## config.mk

```make
export PLATFORM = sky130hd
export DESIGN_NAME = instruction_fetch_unit
export DESIGN_NICKNAME = d
export VERILOG_FILES = /design/src/rtl/instruction_fetch_unit.sv
export SDC_FILE = /design/constraint.sdc
export NUM_CORES = 1
export LEC_CHECK = 0
export CAP_MARGIN = 20
export CORE_MARGIN = 2
export CORE_UTILIZATION = 35
export CTS_BUF_LIST = sky130_fd_sc_hd__clkbuf_4 sky130_fd_sc_hd__clkbuf_8
export CTS_CLUSTER_DIAMETER = 150
export CTS_CLUSTER_SIZE = 28
export DETAILED_ROUTE_END_ITERATION = 6
export PLACE_DENSITY_LB_ADDON = 0.1
export SLEW_MARGIN = 20
export SYNTH_ARGS = -nofsm -noshare
export SYNTH_HDL_FRONTEND = slang
export SYNTH_SLANG_ARGS = --single-unit
```

## constraint.sdc

```tcl
create_clock -name clk -period 2.15 [get_ports clk]
set_clock_uncertainty 0.1 [all_clocks]
set_input_delay 0.3225 -clock clk [delete_from_list [all_inputs] [get_ports clk]]
set_output_delay 0.3225 -clock clk [all_outputs]
set_load 0.02 [all_outputs]
```

## src/rtl/instruction_fetch_unit.sv

```systemverilog
// -----------------------------------------------------------------------------
// instruction_fetch_unit
// Fetch stage of the 16-bit CPU. Holds the program counter, drives the
// instruction memory read address and captures the combinationally returned
// word into the IF/ID pipeline register. Handles stall, branch/jump redirect
// with flush, HALT detection, and idles while the loader writes memory.
//
// Ports:
//   clk               in   system clock, rising edge
//   rst_n             in   asynchronous active-low reset
//   instruction_write in   loader is writing memory (read data invalid)
//   start             in   single-cycle pulse, begin execution at RESET_PC
//   stall             in   decode cannot accept; hold PC and IF/ID
//   redirect_valid    in   taken branch/jump this cycle
//   redirect_pc [15:0] in  branch/jump target word address
//   address [15:0]    out  instruction memory read address (= pc)
//   instruction_out [15:0] in  memory read data at address
//   if_id_instr [15:0] out registered fetched instruction
//   if_id_pc [15:0]   out  address if_id_instr was read from
//   if_id_valid       out  IF/ID holds a real instruction
//   halted            out  high while in HALT state
// -----------------------------------------------------------------------------
module instruction_fetch_unit #(
    parameter logic [15:0] RESET_PC    = 16'h0000,
    parameter logic [3:0]  HALT_OPCODE = 4'hF
) (
    input  logic        clk,
    input  logic        rst_n,
    input  logic        instruction_write,
    input  logic        start,
    input  logic        stall,
    input  logic        redirect_valid,
    input  logic [15:0] redirect_pc,
    output logic [15:0] address,
    input  logic [15:0] instruction_out,
    output logic [15:0] if_id_instr,
    output logic [15:0] if_id_pc,
    output logic        if_id_valid,
    output logic        halted
);

    typedef enum logic [1:0] {
        ST_IDLE = 2'd0,
        ST_RUN  = 2'd1,
        ST_HALT = 2'd2
    } state_t;

    state_t      state_r;
    state_t      state_s;
    logic [15:0] pc_r;
    logic [15:0] pc_s;
    logic [15:0] if_id_instr_r;
    logic [15:0] if_id_instr_s;
    logic [15:0] if_id_pc_r;
    logic [15:0] if_id_pc_s;
    logic        if_id_valid_r;
    logic        if_id_valid_s;
    logic        halted_r;

    assign address     = pc_r;
    assign if_id_instr = if_id_instr_r;
    assign if_id_pc    = if_id_pc_r;
    assign if_id_valid = if_id_valid_r;
    assign halted      = halted_r;

    // Next-state logic: state transitions, PC update and IF/ID capture.
    always_comb begin
        state_s       = state_r;
        pc_s          = pc_r;
        if_id_instr_s = if_id_instr_r;
        if_id_pc_s    = if_id_pc_r;
        if_id_valid_s = if_id_valid_r;
        case (state_r)
            ST_IDLE: begin
                // Stall and redirect are meaningless before execution starts.
                pc_s          = RESET_PC;
                if_id_valid_s = 1'b0;
                if (start && !instruction_write) begin
                    state_s = ST_RUN;
                end else begin
                    state_s = ST_IDLE;
                end
            end
            ST_RUN: begin
                if (instruction_write) begin
                    state_s       = ST_IDLE;
                    pc_s          = RESET_PC;
                    if_id_valid_s = 1'b0;
                end else if (redirect_valid) begin
                    // Redirect beats stall: the word at the old pc is wrong-path.
                    pc_s          = redirect_pc;
                    if_id_valid_s = 1'b0;
                end else if (stall) begin
                    pc_s          = pc_r;
                end else begin
                    if_id_instr_s = instruction_out;
                    if_id_pc_s    = pc_r;
                    if_id_valid_s = 1'b1;
                    if (instruction_out[15:12] == HALT_OPCODE) begin
                        state_s = ST_HALT;
                    end else begin
                        pc_s = pc_r + 16'd1;
                    end
                end
            end
            ST_HALT: begin
                if (instruction_write) begin
                    state_s       = ST_IDLE;
                    pc_s          = RESET_PC;
                    if_id_valid_s = 1'b0;
                end else if (redirect_valid) begin
                    state_s       = ST_RUN;
                    pc_s          = redirect_pc;
                    if_id_valid_s = 1'b0;
                end else if (start) begin
                    state_s       = ST_RUN;
                    pc_s          = RESET_PC;
                    if_id_valid_s = 1'b0;
                end else if (!stall) begin
                    // Decode has taken the HALT word; nothing new follows it.
                    if_id_valid_s = 1'b0;
                end else begin
                    if_id_valid_s = if_id_valid_r;
                end
            end
            default: begin
                state_s       = ST_IDLE;
                pc_s          = RESET_PC;
                if_id_valid_s = 1'b0;
            end
        endcase
    end

    // State, PC and IF/ID registers with asynchronous reset.
    always_ff @(posedge clk or negedge rst_n) begin
        if (!rst_n) begin
            state_r       <= ST_IDLE;
            pc_r          <= RESET_PC;
            if_id_instr_r <= 16'h0000;
            if_id_pc_r    <= 16'h0000;
            if_id_valid_r <= 1'b0;
            halted_r      <= 1'b0;
        end else begin
            state_r       <= state_s;
            pc_r          <= pc_s;
            if_id_instr_r <= if_id_instr_s;
            if_id_pc_r    <= if_id_pc_s;
            if_id_valid_r <= if_id_valid_s;
            halted_r      <= (state_s == ST_HALT);
        end
    end

endmodule

```

Word-level counts from Yosys, hierarchy flattened
Cells that the tools add are included.

storage, ports and cells
  bits of input ports = 38
  bits in registers = 52

cells by class
  reductions and logical operators = 6
  $add $sub $neg = 1
  muxes and demuxes = 25
  eq/ne operators = 8
  bitwise operators = 3

operators by type and width
  cell                     number
  $mux W16                 7
  $pmux W16 S2             1
  $add A16 B1 Y16 const B  1
  $mux W2                  7
  $ne A4 B4 Y1 const B     3
  $mux W1                  8
  $pmux W2 S3              1
  $ne A5 B5 Y1 const B     1
  $eq A2 B2 Y1 const B     2
  $eq A4 B4 Y1 const B     1
  $reduce_and A4 Y1        1
  $not A1 Y1               3
  $reduce_and A3 Y1        1
  $eq A2 B1 Y1 const B     1
  $logic_not A2 Y1         1
  $pmux W1 S2              1
  $reduce_and A2 Y1        1
  $logic_and A1 B1 Y1      1
  $logic_not A1 Y1         1

Logic depth before layout (Yosys ltp)
Gate-level depths: netlist (run 1).

  depth after elaboration = 7
  depth in mapped cells = 7
  depth with buffers taken out = 6

Worst setup path before layout (run 1)
Ideal clock, no wire load.

  kind = reg-to-reg
  start = register pc_r[0] (netlist: address[0])
  end = register pc_r[14] (netlist: address[14])
  arrival time = 1799 ps
  setup time = 137 ps
  stages on the path, launching flop included = 6
  period minus slack after synthesis = 2036 ps
  slack = 114 ps
  path through = dfrtp_1 -> ha_1 -> nand3_1 -> or4_4 -> a222oi_1 -> o31ai_1

on the way
  longest elaborated chain between the ends = 6

ends and longest elaborated chain
  element                 line  text
  from (decl)             50    logic [15:0] pc_r;
  from (signal assigned)  145   pc_r <= pc_s;
  $add A16 B1 Y16         102   pc_s = pc_r + 16'd1;
  $mux W16                99    if (instruction_out[15:12] == HALT_OPCODE) begin
  $mux W16                93    end else if (stall) begin
  $mux W16                89    end else if (redirect_valid) begin
  $mux W16                85    if (instruction_write) begin
  $pmux W16 S2            73    case (state_r)

No other way between the ends. The select of a mux whose other input is x is not followed.
A chain may end at the register's enable or synchronous reset.

Worst setup path after layout (run 1)
  start = register state_r[1]
  end = register pc_r[6] (netlist: address[6])

on the way
  longest elaborated chain between the ends = 3
  elaborated cells between the ends (all ways) = 7
  classes of those cells = 5 x eq/ne; 1 x mux; 1 x reduce/logical

ends and longest elaborated chain
  element                                              line  text
  from (decl)                                          48    state_t state_r;
  from (signal assigned)                               144   state_r <= state_s;
  $eq A2 B1 Y1 / $eq A2 B2 Y1 (equally long branches)  73
  $ne A4 B4 Y1 (no source line)                        n/a
  $reduce_and A3 Y1 (no source line)                   n/a

Several ways; a longest one is shown, not always the timed one.

==> results of run 1 <==
-- cell families after synthesis --
| logic type | Yosys count |
|---|---|
| adder cells (fa/ha/maj) | 5 |
| AO/OA/AOI/OAI | 53 |
| flip-flops | 52 |
| buffers and inverters | 20 |
| multiplexers | 32 |
| AND/OR/NAND/NOR | 54 |
-- cell usage in the layout, fill, tap and decap left out, drive strengths merged, types with 3 or more instances in the layout --
cell and count:
a21o 3, a21oi 6, a22o 8, buf 37, clkbuf 6, clkdlybuf4s50 86, dfrtp 52, ha 5
inv 13, mux2 32, nand2 12, nand3 5, nand4 5, nor2 8, nor2b 3, nor3 3
nor4 3, o211ai 4, o21ai 10, o31ai 4, or3 6, or4 3
-- per-layer routing --
metal  global-route usage, %  wire, um
met3                    4.01       251
met1                    23.5      3000
met2                    27.6      3150
met4                    4.55        62
met5                       0         0
-- where the power goes --
group / switching [W] / internal, W / total (W)
Clock: 0.000317 / 0.000258 / 0.000574
Sequential: 0.0000503 / 0.00107 / 0.00112
Combinational: 0.000243 / 0.000313 / 0.000556
-- worst max-delay path by stage --
stage / to / cells past startpoint
after floorplan: address[14] / 5
after global placement: address[12] / 5
after detailed placement: address[6] / 5
after CTS: address[6] / 6
after global routing: address[11] / 6
final: address[6] / 6
-- through the flow --
step                worst slack [ns]  hold slack (ns)  TNS (ns)  cells
floorplan                      0.114          -0.0731         0    216
global placement             -0.0994            0.229    -0.621    427
detailed placement            -0.103            0.234     -1.04    427
CTS                           0.0124            0.415         0    436
global route                 -0.0123            0.425   -0.0363    437
finish                         0.142            0.409         0    437
-- timing repair --
item	in CTS	in global routing
gates resized for setup	0	5
buffers inserted	0	1
setup endpoints to repair	0	15
hold buffers	1	0
endpoints found under the hold margin	20	0
-- registers in the layout (all words and copies together) (netlist names) --
signal,cells
address,16
if_id_instr,16
if_id_pc,16
state_r,2
halted,1
if_id_valid,1
-- final cells by class --
type	instances	area, sq um	area share (%)
sequential	52	1300	33.6
clock inverter	2	10.0	0.258
multi-input combinational	144	1140	29.4
inverter	13	48.8	1.26
clock buffer	6	82.6	2.13
timing repair buffer	124	1170	30.2
tap	96	120	3.10
-- worst max-delay path, stage by stage, from the launching register on --
cell,delay (ns)
dfrtp_1,0.40
inv_1,0.09
ha_1,0.33
nand4bb_1,0.13
or3_4,0.42
or3_1,0.37
o211ai_1,0.09
==> impl_results.md, run 1 <==
* Largest cells by area after synthesis: dfrtp_1, mux2_2, a22o_1
* Clk_lat worst skew at 0.30 ns
* DRC Markers at 0
* Yosys warning count at 0
* Final setup viols at 0
* Die X at 88.5 um
* Fmax at 498 MHz
* Core Region at 6870 sq um
* Reg2Reg Depth at 6
* Max Cap Viol at 0
* Nets@finish at 383
* Drt total wl at 6470 um
* Xor/xnor cell area share of the yosys netlist at 0%
* Post-synthesis adder-cell area fraction at 2.50%
* P_leak at 1.67 nW
* Total GRT Usage at 17.2%
* Std cell rows at 30
* Setup crit start kind: register
* Most frequent cells after synthesis: dfrtp_1, mux2_2, inv_1, nand2_1, o21ai_0
* Hold path depth at 1
* CTS buffer count at 5
* WL/cell at 14.8 um
* Synthesized area per cell at 11.6 sq um
* Clock transition at path regs at 0.09 ns
* TritonCTS clock tree: done
* Slew @ Worst Pin at 0.521 ns
* Simple-gate area share of the yosys netlist at 12.3%
* Boundary Pins at 88
* Synth Area in Compound Gates at 15.6%
* Total gr overflow at 0
* Capturing point of the worst reg2reg path: address[6]
* Initial antenna violation count at 0
* Clock buffer depth at 2
* Die Y at 88.5 um
* Via density at 4.98
* Final instance area at 3870 sq um
* ANT cells at 0
* Routability Congestion at 0.846
* CP Class: reg2reg
* Final hold violations at 0
* Clock Sinks at 52
* WP data required at 2.28 ns
* Largest family of logic cells by synthesized area: compound AO/OA/AOI/OAI gates
* Register bit total from synthesis at 52
* Status: complete, no violations
* Crit path DAT at 2.14 ns
* Antenna Nets Post-Route at 0
* Slew Viols, Final at 0
* Initial Util at 36.4%
* Tightest Hold Check Type: reg2reg
* Synth top area share at 52.0%
* Post-DP HPWL at 4910 um
* Die area at 7840 sq um
* Post-Synthesis Cell Area at 2500 sq um
* Fin util at 56.4%
* Most area-hungry cell type in the Yosys netlist: dfrtp_1
* Most common cell in the synthesized netlist: dfrtp_1
* Yosys cell types at 43
* Worst Hold End: if_id_pc[9]
* # fillers at 656
* H-tree depth at 2
* Clk root buf: clkbuf_8
* Initial drt markers at 146
* Crit path from: state_r[1]
* RSZ-0062 raised after global routing: yes
* Async SR Flop Fraction at 100%
* Final Power at 0.00225 W
* Gate Count Post-Synth at 216
* Final min period at 2.01 ns
* Synth Flop Type: dfrtp_1
* Post-synth EDFFs at 0
* Power Density at 580 nW/um^2
* Mux contribution to synthesized area at 14.4%
* Syn nets at 259
* Sequential area share after synthesis at 52.0%
* Worst Path Max Fanout at 9
* Fraction of layout instances using a drive strength above 1 at 25.2%
* Placed inst area at 3750 sq um
* Vias in the first global route at 2133
* CP endpoint kind: register
* Max VDD drop at 0.334 mV
* Flop2flop setup slack at 0.14 ns
* Largest net degree at the start of global routing at 33
* Area Growth Syn to Fin at 54.9%
* Slew headroom at 65.3%
* First-pass GRT wire length at 10600 um
* Routed vias at 2178
* Port bufs at 87
* R2r startpoint: state_r[1]
* Pre-antenna DRT Iters at 4
* Final Cycle Share at 93.4%
* Hold Crit Start: if_id_pc[9]
No activity file was read; power rests on OpenSTA's default activity.
==> inputs of run 2 (changes only) <==
--- a/config.mk
+++ b/config.mk
@@ -13,7 +13,6 @@
 export CTS_CLUSTER_SIZE = 28
 export DETAILED_ROUTE_END_ITERATION = 6
 export PLACE_DENSITY_LB_ADDON = 0.1
-export SLEW_MARGIN = 20
 export SYNTH_ARGS = -nofsm -noshare
 export SYNTH_HDL_FRONTEND = slang
 export SYNTH_SLANG_ARGS = --single-unit
==> constraint.sdc (replaced) <==
create_clock -name clk -period 2.4 [get_ports clk]
set_clock_uncertainty 0.1 [all_clocks]
set_input_delay 0.36 -clock clk [delete_from_list [all_inputs] [get_ports clk]]
set_output_delay 0.36 -clock clk [all_outputs]
set_load 0.02 [all_outputs]
==> run 2 against run 1 <==
Net effect: critical path depth stayed put; sequential share of layout area up 1.3 points; critical endpoint is now address[11]; flip-flop and latch count is the same; count of clock-buffer cells in the layout increased by 2; worst hold slack worse by 0.0019 ns; utilization down 2.1 points.
==> impl_results.md, run 2 (same netlist as run 1, synthesis figures left out) <==
* Status: complete, no violations (unchanged)
* Area Growth Syn to Fin at 49.1% (was 54.9%)
* # fillers at 644 (was 656)
* H-tree depth at 2 (unchanged)
* Std cell rows at 30 (unchanged)
* WP data required at 2.51 ns (was 2.28 ns)
* WHS at 0.408 ns (was 0.409 ns)
* Worst Path Max Fanout at 9 (unchanged)
* Clk root buf: clkbuf_8 (unchanged)
* Die X at 88.5 um (unchanged)
* Fraction of layout instances using a drive strength above 1 at 19.8% (was 25.2%)
* FF/Latch Area at 1300 sq um (about the same)
* CTS buffer count at 5 (unchanged)
* Most frequent cells in the layout: clkdlybuf4s50_1, dfrtp_1, mux2_2 (was clkdlybuf4s50_1, dfrtp_1, buf_4)
* Initial drt markers at 89 (was 146)
* Antenna Nets Post-Route at 0 (unchanged)
* Final Cycle Share at 91.3% (was 93.4%)
* Vias in the first global route at 1931 (was 2133)
* Crit path DAT at 2.30 ns (was 2.14 ns)
* CP endpoint kind: register (unchanged)
* Boundary Pins at 88 (unchanged)
* Clock Sinks at 52 (unchanged)
* Max VDD drop at 0.295 mV (was 0.334 mV)
* Routability Congestion at 0.800 (was 0.846)
* Power Density at 540 nW/um^2 (was 580 nW/um^2)
* Flop2flop setup slack at 0.21 ns (was 0.14 ns)
* Fmax at 457 MHz (was 498 MHz)
* RSZ-0062 raised after global routing: no (was yes)
* Crit-path leading delay family: simple AND/OR/NAND/NOR gates (unchanged)
* Most used cell, CP: or3_1
* Fin util at 54.3% (was 56.4%)
* Via density at 5.02 (was 4.98)
* Core Region at 6870 sq um (unchanged)
* Slew @ Worst Pin at 0.481 ns (was 0.521 ns)
* Setup WS post-layout at 0.210 ns (was 0.142 ns)
* Routed vias at 2104 (was 2178)
* Clock buffer depth at 2 (unchanged)
* Crit path from: state_r[1] (unchanged)
* Clock transition at path regs at 0.09 ns (about the same)
* Die Y at 88.5 um (unchanged)
* Tightest Hold Check Type: reg2reg (unchanged)
* Port bufs at 87 (unchanged)
* Cells along the critical path: inv_1, ha_1, nand4bb_1, or3_1, or3_1, o211ai_1 (was inv_1, ha_1, nand4bb_1, or3_4, or3_1, o211ai_1)
* Max Cap Viol at 0 (unchanged)
* CP bufs+invs at 1 (unchanged)
* Final setup viols at 0 (unchanged)
* Placed inst area at 3620 sq um (was 3750 sq um)
* Post-DP HPWL at 4670 um (was 4910 um)
* Hold Crit Start: if_id_instr[0] (was if_id_pc[9])
* Initial Util at 36.4% (unchanged)
* Largest net degree at the start of global routing at 33 (unchanged)
* TritonCTS clock tree: done (unchanged)
* ANT cells at 0 (unchanged)
* Initial antenna violation count at 0 (unchanged)
* Nets@finish at 365 (was 383)
* Final hold violations at 0 (unchanged)
* WL/cell at 14.5 um (was 14.8 um)
* Total GRT Usage at 16.0% (was 17.2%)
* CP Class: reg2reg (unchanged)
* Setup crit start kind: register (unchanged)
* Total negative setup slack at 0 ns (unchanged)
* Drt total wl at 6080 um (was 6470 um)
* Final min period at 2.19 ns (was 2.01 ns)
* Die area at 7840 sq um (unchanged)
* R2r startpoint: state_r[1] (unchanged)
* Total gr overflow at 0 (unchanged)
* DRC Markers at 0 (unchanged)
* Commonest non-fill, non-tap cell in the layout: clkdlybuf4s50_1 (unchanged)
* Slew Viols, Final at 0 (unchanged)
* Slew headroom at 67.8% (was 65.3%)
* Pre-antenna DRT Iters at 4 (unchanged)
* First-pass GRT wire length at 9690 um (was 10600 um)
* Area of the multi-input gates at 1130 sq um (was 1140 sq um)
* Dpl ws at 0.0790 ns (was -0.103 ns)
* CP max stage cell: or3_1 (was or3_4)
* Final instance area at 3730 sq um (was 3870 sq um)
* Max stage delay on crit path at 0.49 ns (was 0.42 ns)
* Post-CTS setup buffers at 0 (unchanged)
* P_leak at 1.58 nW (was 1.67 nW)
* Clk_lat worst skew at 0.30 ns (about the same)
-- run 2: cell count changes in the layout (fill, tap and decap cells not counted) --
cell and delta:
dfrtp_2 -1, nor2b_2 -1, clkinv_2 -2, o21ai_1 -1, buf_4 -18, dfrtp_1 +1, clkbuf_4 +2, nor3_2 -1
or3_1 +1, o21ai_0 +1, nor2b_1 +1, nor3_1 +1, or3_4 -1
-- run 2: repair_timing --
item | CTS | global route
gates resized for setup | 0 | 0
hold endpoints to repair | 27 | 0
hold buffers | 1 | 0
-- run 2: per-stage QoR --
stage          total power, W  cells
4_1_cts               0.00205    419
2_1_floorplan         0.00122    216
3_3_place_gp          0.00150    410
3_5_place_dp          0.00151    410
6_report              0.00201    419
5_1_grt               0.00212    419
-- run 2: worst paths after layout --
check | endpoint | cells past startpoint
max | address[11] | 6
min | if_id_instr[0] | 1
max reg2reg | address[11] | 6
min reg2reg | if_id_instr[0] | 1
max in group asynchronous | if_id_instr[8] | 3
min in group asynchronous | if_id_pc[15] | 3
-- run 2: cell type report --
type	count	area share (%)
sequential	52	34.9
multi-input combinational	144	30.2
timing repair buffer	106	27.8
tap	96	3.22
clock buffer	8	2.62
inverter	13	1.31
-- run 2: layer usage --
layer / GRT usage, % / wire (um) / up-vias
li1: - / - / 1023
met1: 22.0 / 2820 / 1021
met2: 25.4 / 2920 / 55
met3: 3.54 / 286 / 5
met4: 4.55 / 49 / 0
met5: 0 / 0 / -
-- run 2: power by group --
part | internal (W) | switching (W) | leakage (nW)
Combinational | 0.000269 | 0.000213 | 0.826
Clock | 0.000258 | 0.000271 | 0.0523
Sequential | 0.000956 | 0.0000454 | 0.699
==> inputs of run 3 (changes only) <==
--- a/config.mk
+++ b/config.mk
@@ -7,7 +7,7 @@
 export LEC_CHECK = 0
 export CAP_MARGIN = 20
 export CORE_MARGIN = 2
-export CORE_UTILIZATION = 35
+export CORE_UTILIZATION = 40
 export CTS_BUF_LIST = sky130_fd_sc_hd__clkbuf_4 sky130_fd_sc_hd__clkbuf_8
 export CTS_CLUSTER_DIAMETER = 150
 export CTS_CLUSTER_SIZE = 28
==> run 3 against run 2 <==
Net effect: critical path depth is the same; worst hold slack lost 0.35 ns; register-to-register slack is essentially flat; critical path type unchanged; highest routed layer unchanged.
==> impl_results.md, run 3 (same netlist as run 1, synthesis figures left out) <==
* Status: complete, no violations (unchanged)
* Slew @ Worst Pin at 0.651 ns (was 0.481 ns)
* WP data required at 2.50 ns (was 2.51 ns)
* Crit path DAT at 2.28 ns (was 2.30 ns)
* Clock Sinks at 52 (unchanged)
* Tightest Hold Check Type: in2async (was reg2reg)
* Via density at 5.44 (was 5.02)
* Initial Util at 41.8% (was 36.4%)
* Dpl ws at 0.0704 ns (was 0.0790 ns)
* Worst Path Max Fanout at 8 (was 9)
* Routability Congestion at 0.764 (was 0.800)
* Cells along the critical path: inv_1, ha_1, nor3b_1, a22o_1, nor2_1, a22o_1 (was inv_1, ha_1, nand4bb_1, or3_1, or3_1, o211ai_1)
* Clk root buf: clkbuf_8 (unchanged)
* WL/cell at 15.8 um (was 14.5 um)
* CP Class: reg2reg (unchanged)
* Routed vias at 2138 (was 2104)
* Nets@finish at 361 (was 365)
* Power Density at 540 nW/um^2 (about the same)
* Final instance area at 3650 sq um (was 3730 sq um)
* Pre-antenna DRT Iters at 4 (unchanged)
* H-tree depth at 2 (unchanged)
* CP bufs+invs at 1 (unchanged)
* Setup crit start kind: register (unchanged)
* Die area at 6900 sq um (was 7840 sq um)
* Clock transition at path regs at 0.09 ns (about the same)
* Port bufs at 87 (unchanged)
* Total GRT Usage at 18.5% (was 16.0%)
* DRC Markers at 0 (unchanged)
* P_leak at 1.55 nW (was 1.58 nW)
* Most frequent cells in the layout: clkdlybuf4s50_1, dfrtp_1, mux2_2 (unchanged)
* RSZ-0062 raised after global routing: no (unchanged)
* CTS buffer count at 5 (unchanged)
* Slew headroom at 56.6% (was 67.8%)
* Post-DP HPWL at 4580 um (was 4670 um)
* First-pass GRT wire length at 10500 um (was 9690 um)
* Slew Viols, Final at 0 (unchanged)
* Initial antenna violation count at 0 (unchanged)
* Total negative setup slack at 0 ns (unchanged)
* Largest net degree at the start of global routing at 53 (was 33)
* Vias in the first global route at 2107 (was 1931)
* Commonest non-fill, non-tap cell in the layout: clkdlybuf4s50_1 (unchanged)
* Area Growth Syn to Fin at 46.1% (was 49.1%)
* Setup WS post-layout at 0.221 ns (was 0.210 ns)
* Max VDD drop at 0.453 mV (was 0.295 mV)
* Antenna Nets Post-Route at 0 (unchanged)
* # fillers at 495 (was 644)
* ANT cells at 0 (unchanged)
* TritonCTS clock tree: done (unchanged)
* CP max stage cell: dfrtp_1 (was or3_1)
* CP endpoint kind: register (unchanged)
* Core Region at 5990 sq um (was 6870 sq um)
* Final hold violations at 0 (unchanged)
* Die Y at 83.1 um (was 88.5 um)
* Final min period at 2.18 ns (was 2.19 ns)
* Std cell rows at 28 (was 30)
* Final setup viols at 0 (unchanged)
* Total gr overflow at 0 (unchanged)
* Die X at 83.1 um (was 88.5 um)
* Crit-path leading delay family: compound AO/OA/AOI/OAI gates (was simple AND/OR/NAND/NOR gates)
* Final Cycle Share at 90.8% (was 91.3%)
* Clock buffer depth at 2 (unchanged)
* Max stage delay on crit path at 0.41 ns (was 0.49 ns)
* Max Cap Viol at 0 (unchanged)
* CTS Hold Bufs at 0 (was 1)
* Fmax at 459 MHz (was 457 MHz)
* Initial drt markers at 95 (was 89)
* Number of gates resized after cts at 0 (unchanged)
* Boundary Pins at 88 (unchanged)
* Placed inst area at 3570 sq um (was 3620 sq um)
* Post-CTS setup buffers at 0 (unchanged)
* Drt total wl at 6220 um (was 6080 um)
* Fraction of layout instances using a drive strength above 1 at 18.9% (was 19.8%)
* Clk_lat worst skew at 0.31 ns (was 0.30 ns)
* Most used cell, CP: a22o_1 (was or3_1)
## run 3: report_power, final
part / switching, W / internal, W / leakage [nW]
registers: 0.0000486 / 0.000956 / 0.699
logic: 0.000216 / 0.000265 / 0.808
clock network: 0.000290 / 0.000198 / 0.0400
## run 3: layer usage
metal / vias up / share of wire (%) / global-route usage [%]
li1: 1010 / - / -
met1: 1035 / 43 / 23.7
met5: - / 0 / 0
met3: 11 / 7.0 / 5.27
met2: 82 / 49 / 30.2
met4: 0 / 1.7 / 6.11
## run 3: final cells by class
| cell class | count | area [sq um] | share of cell area, % |
|---|---|---|---|
| Multi-Input combinational cell | 144 | 1130 | 30.8 |
| Clock inverter | 2 | 12.5 | 0.342 |
| Inverter | 13 | 48.8 | 1.34 |
| Timing Repair Buffer | 102 | 1000 | 27.5 |
| Tap cell | 75 | 93.8 | 2.57 |
| Sequential cell | 52 | 1300 | 35.6 |
| Clock buffer | 5 | 68.8 | 1.88 |
## run 3: worst register-to-register path: cells and delay by family, from the launching register on
kind | cells | cell delay, ns
AOI/OAI and AO/OA | 2 | 0.61
and+or+nand+nor | 2 | 0.55
DFF | 1 | 0.41
adders and majority gates | 1 | 0.30
buffers and inverters | 1 | 0.11
## run 3: worst paths after layout
| path | startpoint | end | slack [ns] | cells past startpoint |
|---|---|---|---|---|
| worst max-delay path | state_r[1] | address[7] | 0.22 | 6 |
| worst min-delay path | rst_n | if_id_pc[2] | 0.05 | 2 |
| worst max register to register | state_r[1] | address[7] | 0.22 | 6 |
| worst min register to register | if_id_instr[3] | if_id_instr[3] | 0.41 | 1 |
| max in group asynchronous | rst_n | if_id_instr[7] | 1.71 | 2 |
| min in group clk | if_id_instr[3] | if_id_instr[3] | 0.41 | 1 |
## run 3: per-stage QoR
step	util, %	total power [W]	hold slack [ns]	cells
6_report	61.0	0.00197	0.0536	393
5_1_grt	61.0	0.00207	0.114	393
4_1_cts	61.0	0.00201	0.0934	393
3_5_place_dp	59.6	0.00151	0.394	386
3_3_place_gp	59.6	0.00150	0.389	386
2_1_floorplan	-	0.00122	-0.0356	216
